**src/rtl/conv2_window_buf.sv**
```systemverilog
// conv2_window_buf
// Streaming KxK window generator for one conv2 input channel. Consumes the raster-scan pool1
// feature map (IMG_W x IMG_H signed pixels) and emits every fully-inside KxK window as K*K
// parallel taps, one window per valid_out_buf pulse.
//
// Ports:
//   clk                       rising-edge clock
//   rst_n                     asynchronous active-low reset
//   valid_in                  data_in carries a new pixel this cycle
//   data_in                   pixel, row-major raster order
//   data_out_0..data_out_24   window taps; tap r*K+c = pixel(row-(K-1)+r, col-(K-1)+c)
//   valid_out_buf             one-cycle pulse: taps hold a new complete window
//   frame_done                only when CONV2_WIN_FRAME_DONE_EN is defined; pulses with the
//                             last window of each frame
//
// Optional feature macro: CONV2_WIN_FRAME_DONE_EN (adds frame_done).
module conv2_window_buf #(
  parameter int DATA_W = 12,
  parameter int IMG_W  = 12,
  parameter int IMG_H  = 12,
  parameter int K      = 5
) (
  input  logic              clk,
  input  logic              rst_n,
  input  logic              valid_in,
  input  logic [DATA_W-1:0] data_in,
  output logic [DATA_W-1:0] data_out_0,
  output logic [DATA_W-1:0] data_out_1,
  output logic [DATA_W-1:0] data_out_2,
  output logic [DATA_W-1:0] data_out_3,
  output logic [DATA_W-1:0] data_out_4,
  output logic [DATA_W-1:0] data_out_5,
  output logic [DATA_W-1:0] data_out_6,
  output logic [DATA_W-1:0] data_out_7,
  output logic [DATA_W-1:0] data_out_8,
  output logic [DATA_W-1:0] data_out_9,
  output logic [DATA_W-1:0] data_out_10,
  output logic [DATA_W-1:0] data_out_11,
  output logic [DATA_W-1:0] data_out_12,
  output logic [DATA_W-1:0] data_out_13,
  output logic [DATA_W-1:0] data_out_14,
  output logic [DATA_W-1:0] data_out_15,
  output logic [DATA_W-1:0] data_out_16,
  output logic [DATA_W-1:0] data_out_17,
  output logic [DATA_W-1:0] data_out_18,
  output logic [DATA_W-1:0] data_out_19,
  output logic [DATA_W-1:0] data_out_20,
  output logic [DATA_W-1:0] data_out_21,
  output logic [DATA_W-1:0] data_out_22,
  output logic [DATA_W-1:0] data_out_23,
  output logic [DATA_W-1:0] data_out_24,
  output logic              valid_out_buf
`ifdef CONV2_WIN_FRAME_DONE_EN
  ,
  output logic              frame_done
`endif
);

  localparam int ChainLen = (K - 1) * IMG_W + K;
  localparam int NTaps    = K * K;
  localparam int ColW     = (IMG_W > 1) ? $clog2(IMG_W) : 1;
  localparam int RowW     = (IMG_H > 1) ? $clog2(IMG_H) : 1;

  typedef enum logic [0:0] {StFill, StRun} state_e;

  logic [DATA_W-1:0] chain_q [ChainLen];
  logic [DATA_W-1:0] taps_q  [NTaps];

  logic [ColW-1:0] col_q, col_d;
  logic [RowW-1:0] row_q, row_d;
  state_e          state_q, state_d;
  logic            win_pend_q, win_pend_d;
  logic            valid_q;
  logic            col_last, row_last;

  assign col_last = (col_q == ColW'(IMG_W - 1));
  assign row_last = (row_q == RowW'(IMG_H - 1));

  // Next-state: counters, FILL/RUN, and the "window completed" flag.
  always_comb begin
    col_d      = col_q;
    row_d      = row_q;
    state_d    = state_q;
    win_pend_d = 1'b0;
    if (valid_in) begin
      // Windows ending at col < K-1 would straddle two rows and are skipped.
      win_pend_d = (state_q == StRun) && (col_q >= ColW'(K - 1));
      if (col_last) begin
        col_d = '0;
        row_d = row_last ? '0 : row_q + RowW'(1);
      end else begin
        col_d = col_q + ColW'(1);
      end
      unique case (state_q)
        StFill: if (col_last && (row_q == RowW'(K - 2))) state_d = StRun;
        StRun:  if (col_last && row_last)                state_d = StFill;
        default: state_d = StFill;
      endcase
    end
  end

  always_ff @(posedge clk or negedge rst_n) begin
    if (!rst_n) begin
      col_q      <= '0;
      row_q      <= '0;
      state_q    <= StFill;
      win_pend_q <= 1'b0;
      valid_q    <= 1'b0;
    end else begin
      col_q      <= col_d;
      row_q      <= row_d;
      state_q    <= state_d;
      win_pend_q <= win_pend_d;
      valid_q    <= win_pend_q;
    end
  end

  // Pixel chain; chain_q[0] is the newest pixel. Moves only on accepted pixels.
  always_ff @(posedge clk or negedge rst_n) begin
    if (!rst_n) begin
      for (int i = 0; i < ChainLen; i++) chain_q[i] <= '0;
    end else if (valid_in) begin
      chain_q[0] <= data_in;
      for (int i = 1; i < ChainLen; i++) chain_q[i] <= chain_q[i-1];
    end
  end

  // Taps load one clock after the completing pixel, reading the chain before any further shift.
  always_ff @(posedge clk or negedge rst_n) begin
    if (!rst_n) begin
      for (int i = 0; i < NTaps; i++) taps_q[i] <= '0;
    end else if (win_pend_q) begin
      for (int r = 0; r < K; r++) begin
        for (int c = 0; c < K; c++) begin
          taps_q[r*K+c] <= chain_q[(K-1-r)*IMG_W + (K-1-c)];
        end
      end
    end
  end

  assign valid_out_buf = valid_q;

`ifdef CONV2_WIN_FRAME_DONE_EN
  logic done_pend_q, frame_done_q;

  // The last pixel of a frame always completes a window, so this aligns with that pulse.
  always_ff @(posedge clk or negedge rst_n) begin
    if (!rst_n) begin
      done_pend_q  <= 1'b0;
      frame_done_q <= 1'b0;
    end else begin
      done_pend_q  <= valid_in && col_last && row_last;
      frame_done_q <= done_pend_q;
    end
  end

  assign frame_done = frame_done_q;
`endif

  assign data_out_0  = taps_q[0];
  assign data_out_1  = taps_q[1];
  assign data_out_2  = taps_q[2];
  assign data_out_3  = taps_q[3];
  assign data_out_4  = taps_q[4];
  assign data_out_5  = taps_q[5];
  assign data_out_6  = taps_q[6];
  assign data_out_7  = taps_q[7];
  assign data_out_8  = taps_q[8];
  assign data_out_9  = taps_q[9];
  assign data_out_10 = taps_q[10];
  assign data_out_11 = taps_q[11];
  assign data_out_12 = taps_q[12];
  assign data_out_13 = taps_q[13];
  assign data_out_14 = taps_q[14];
  assign data_out_15 = taps_q[15];
  assign data_out_16 = taps_q[16];
  assign data_out_17 = taps_q[17];
  assign data_out_18 = taps_q[18];
  assign data_out_19 = taps_q[19];
  assign data_out_20 = taps_q[20];
  assign data_out_21 = taps_q[21];
  assign data_out_22 = taps_q[22];
  assign data_out_23 = taps_q[23];
  assign data_out_24 = taps_q[24];

endmodule

```
**config.mk**
```make
export PLATFORM = sky130hd
export DESIGN_NAME = conv2_window_buf
export DESIGN_NICKNAME = d
export VERILOG_FILES = /design/src/rtl/conv2_window_buf.sv
export SDC_FILE = /design/constraint.sdc
export NUM_CORES = 1
export LEC_CHECK = 0
export BUFFER_PORTS_ARGS = -buffer_cell sky130_fd_sc_hd__buf_2
export CAP_MARGIN = 20
export CELL_PAD_IN_SITES_DETAIL_PLACEMENT = 0
export CELL_PAD_IN_SITES_GLOBAL_PLACEMENT = 2
export CORE_ASPECT_RATIO = 2
export CORE_UTILIZATION = 40
export DETAILED_ROUTE_END_ITERATION = 6
export PLACE_DENSITY = 0.83
export SETUP_SLACK_MARGIN = 0.4
export SYNTH_ARGS = -nofsm -noshare
export SYNTH_HDL_FRONTEND = slang
export SYNTH_SLANG_ARGS = --single-unit
```
**constraint.sdc**
```tcl
create_clock -name clk -period 1.4 [get_ports clk]
set_clock_uncertainty 0.05 [all_clocks]
set_input_delay 0.14 -clock clk [delete_from_list [all_inputs] [get_ports clk]]
set_output_delay 0.14 -clock clk [all_outputs]
set_load 0.01 [all_outputs]
```
# == Word level (Yosys, flattened, before mapping) ==
# Index checks and enable logic that the tools add are counted.
# word_totals
reg_bits,947
input_bits,15
elab_cells,100
# op_classes
addsub,2
order_cmp,1
eq_ne,3
n_mux,6
bitwise,1
reduce_logical,4
# ops
op,count
$add A4 B1 Y4 const B,2
$eq A4 B4 Y1 const B,2
$mux W4,2
$eq A4 B2 Y1 const B,1
$ge A4 B3 Y1 const B,1
$logic_and A1 B1 Y1,3
$mux W1,3
$pmux W1 S2,1
$reduce_and A2 Y1,1
$not A1 Y1,1

# == Longest topological paths before layout ==
# depth
ltp_word,4
depth_mapped,6
depth_no_buf,4

# == Worst setup path before layout ==
# Ideal clock, no wire load.
# synth_path
kind,reg-to-reg
start,reg col_q[0]
end,reg row_q[3]
t_arrival_ns,1.331
t_required_ns,1.281
slack_ns,-0.050
path_stages_with_launch,5
period_less_slack_ns,1.450
path_cell_list,dfrtp_1 ha_1 nand4b_4 or4b_1 nand3_1
# synth_via
elab_chain_len,2
# synth_lines
item,line_no,source
start: declaration,69,"logic [ColW-1:0] col_q, col_d;"
start signal: assignment,110,col_q <= col_d;
$eq A4 B4 Y1,76,assign col_last = (col_q == ColW'(IMG_W - 1));
$reduce_and A2 Y1 (no line),--,
end signal: assignment,111,row_q <= row_d;
end: declaration,70,"logic [RowW-1:0] row_q, row_d;"
# Every way passes these cells.
# A chain may end at the register's enable or synchronous reset.

# == Final worst setup path ==
# layout_path
start,"reg taps_q, in the netlist data_out_6[5]"
end,out data_out_6[5]
# layout_lines
item,line_no,source
start: declaration,67,logic [DATA_W-1:0] taps_q [NTaps];
start signal: indexed assignment,135,taps_q[r*K+c] <= chain_q[(K-1-r)*IMG_W + (K-1-c)];
end: declaration,33,"output logic [DATA_W-1:0] data_out_6,"
# No word-level cell between the ends.

==> impl.org <==
** Setup path
- The critical path goes through buf_2.
- At the worst endpoint, the required time is 1210 ps.
- The number of cells on the worst reg-to-reg path is 4.
- Reg-to-reg slack, setup :: -30 ps
- Among cell families on the critical path, the largest total delay comes from flip-flops.
- Worst Path Class, Setup :: flip-flop to output port
- The worst register-to-register path begins at win_pend_q.
- Max FO, Critical Path :: 2
- Largest incremental delay on the critical path :: 420 ps
- Crit Reg-Reg Endpoint :: data_out_21[1]
- The most critical setup path has its endpoint at data_out_6[5].
- The slowest stage of the critical path is the sky130_fd_sc_hd__dfrtp_1 cell.
- Type of origin of the critical path :: flip-flop
- Kind of end point of the critical path :: output port
- Critical path depth :: 1
- Counting both buffers and inverters, the worst setup path holds a total of 1.
- The most critical setup path has its startpoint at data_out_6[5].
- Data arrival time of the critical path :: between 1000 and 1500 ps

** Timing
- Once routing completed, OpenROAD measured the worst setup slack at -30.8 ps.
- The worst pin sits at a relative slew slack of around 58%.
- Hold timing on the final database bottoms out at a slack of -487 ps.
- Setup violations remaining at the end of the flow were counted as 95.
- The final max-slew violation count was 0.
- After layout, the minimum clock period comes to around 1400 ps.
- At the pin with the least slew margin, the transition time is ~630 ps.
- Setup repair after global routing could not meet its margin everywhere.
- Part of the cycle the worst path needs :: 102%
- Total count of hold-check failures in the final report :: about 370
- Highest achievable clock rate :: between 600 and 700 MHz

** CTS
- After clock tree synthesis, the clock-pin slew on the worst setup and hold paths is ~70 ps.
- Total clock buffers created by CTS :: 84
- Counting along the longest clock path gives a buffer depth of 3.
- TritonCTS clock tree :: yes
- Counting every sink on the clock net gives about 950.
- CTS root buf :: sky130_fd_sc_hd__clkbuf_16
- CTS H-tree depth :: 3
- The clock reaches the later pin of the worst-skew pair after ~660 ps.

** Yosys
- Cell area after synthesis :: about 0.035 sq mm
- Counting every net in the synthesized netlist gives ~2.0k.
- After synthesis, the mean cell area works out to ~17 sq um.
- For this run, the number of Yosys warnings is 0.
- Count of different cell masters after synthesis :: 20
- Counting every instance in the synthesized netlist gives ~2k.
- Counting flops and latches in the post-synthesis netlist gives 947.
- Part of the Yosys area used for sequential elements :: between 60% and 70%

** Layout
- Proportion of layout cells with a drive suffix above 1 :: approximately 64%
- The area growth from synthesis to layout is 33.9%.
- Number of fillers in the final layout :: around 7.0k
- Flip-flop and latch area :: about 0.024 sq mm
- In the final layout, the multi-input gates occupy between 0.01 and 0.015 sq mm.
- Counting flops per register, the top entry is chain_q.
- At the end of the flow the core is filled with cells to a little over half.
- The register with the most flip-flops in the layout has approximately 640 of them.
- The number of antenna diodes in the final layout is 0.
- The finished layout holds 3964 standard cells, fillers aside.
- The net count of the finished layout is roughly 2.7k.

** Die
- Die boundary height :: roughly 420 microns
- Effective utilization at floorplan :: 40.4%
- The initialized floorplan defines 153 standard-cell rows.
- Floorplan die area :: just under 0.09 sq mm
- Die extent in x :: between 200 and 250 microns
- Total I/O pin count :: between 300 and 400
- CORE AREA :: roughly 0.087 sq mm

** Drt
- Avg WL per Cell :: 19.1 microns
- Routed vias :: 18.9k
- Antenna viol nets, final :: 0
- For this run, design rule violations remaining after detail routing come to 0.
- Routed wire length :: ~76 mm
- Average vias per placed instance :: 4.77
- The first detailed-routing pass ran for 4 iterations.
- The first routing iteration left approximately 660 violations.

** Pwr
- Leakage power total :: 0.0241 uW
- Worst VDD drop :: 1.16 mV
- Power per cell area :: 1430 mW/mm^2
- Tot Pwr :: about 67000 uW

** Place
- In this run, placement finished with an instance count of 3526.
- DPL Wire Length :: a little under 50 mm
- Routability-driven placement finished with a final weighted congestion of 0.796.
- Quantity of I/O buffers inserted on ports :: 315

** Global routing
- The total overflow left after global routing is 0.
- Vias in the first global route :: between 20k and 25k
- Global routing consumed, over all layers together, between 10% and 20% of the routing resources.
- Global-route wire length before repair :: approximately 120 mm
- Entering global routing, the biggest net connects ~110 pins.
- The initial antenna violation count came to 0.

** Job
- Max-cap violations in this run came to 0.

** Run status
- Outcome :: finished with violations
- The final reports fail on negative hold slack, negative setup slack.

** Min path
- Class of the tightest hold or removal check :: input pin to asynchronous set/reset pin
-- where the power goes --
part | leakage, uW | switching [uW] | internal (uW)
registers | 0.0126 | 3360 | 31800
logic | 0.0100 | 2340 | 5560
clock network | 0.00140 | 10300 | 13800
total | 0.0241 | 16000 | 51200
-- cell usage after synthesis (all sizes together) --
| library cell | count | share of area [%] |
|---|---|---|
| dfrtp | 947 | 67 |
| mux2 | 938 | 30 |
| nand2 | 8 | 0.085 |
| clkbuf | 3 | 0.032 |
| inv | 2 | 0.021 |
| and4b | 1 | 0.032 |
| nand2b | 2 | 0.036 |
| nand3b | 1 | 0.021 |
| a22o | 1 | 0.025 |
| o21ai | 7 | 0.10 |
| ha | 2 | 0.071 |
| a21bo | 1 | 0.028 |
| nor2 | 3 | 0.032 |
| nand4b | 1 | 0.068 |
| buf | 102 | 1.8 |
| nand3 | 4 | 0.057 |
| a21o | 1 | 0.021 |
| nor3 | 1 | 0.014 |
| or4b | 1 | 0.028 |
-- area by class of cell --
class,instances,share of cell area (%)
clock buffers,120,5.17
flip-flops and latches,947,50.4
well taps,1162,3.09
multi-input cells,972,26.8
clock inverters,36,0.963
inverters,2,0.0160
repair buffers,725,13.6
-- routing by layer --
layer	vias to the layer above	track usage [%]	share of wire (%)
met5	-	0	0
met4	0	7.15	3.0
met3	106	3.30	4.5
met2	371	29.7	52
met1	9849	20.7	40
li1	8574	-	-
-- per-stage QoR --
step	setup WS (ps)	setup TNS [ps]	hold slack (ps)	instance area, sq um
final	-30.8	-1010	-487	47000
after global routing	-80.4	-14630	-495	47000
after CTS	-108	-25550	-546	45700
after detailed placement	-120	-5910	-23.4	40900
after global placement	-62.4	-3020	-25.6	40900
after floorplan	37.7	0	-206	37400
-- cell families after synthesis --
logic type,count (synthesis),share of synthesized area [%]
adders and majority gates,2,0.0712
AOI/OAI and AO/OA,10,0.175
and+or+nand+nor,22,0.374
DFF,947,67.5
buffers and inverters,107,1.86
muxes,938,30.1
-- how the worst min path moves through the flow --
stage | end | slack, ps | start
2_1_floorplan | chain_q[0] | -210 | rst_n
3_3_place_gp | data_out_3[1] | -30 | rst_n
3_5_place_dp | data_out_3[1] | -20 | rst_n
4_1_cts | data_out_3[3] | -550 | rst_n
5_1_grt | data_out_3[3] | -490 | rst_n
6_report | data_out_3[1] | -490 | rst_n
-- placed cells by master, fill, tap and decap left out, drive strengths merged, types with 2 or more instances in the layout --
master       count
buf            697
bufinv           9
clkbuf         124
clkinv          15
clkinvlp         7
dfrtp          947
dlygate4sd3     22
ha               2
inv              7
mux2           938
nand2            8
nand2b           2
nand3            4
nor2             3
o21ai            7
-- repair_timing --
item	in CTS	in global routing
resized for setup	148	80
endpoints found under the hold margin	987	267
pin swaps	1	3
buffers inserted	127	122
hold buffers	30	2
setup endpoints to repair	611	764
cloned	2	3
Power figures use the tool's default switching activity.
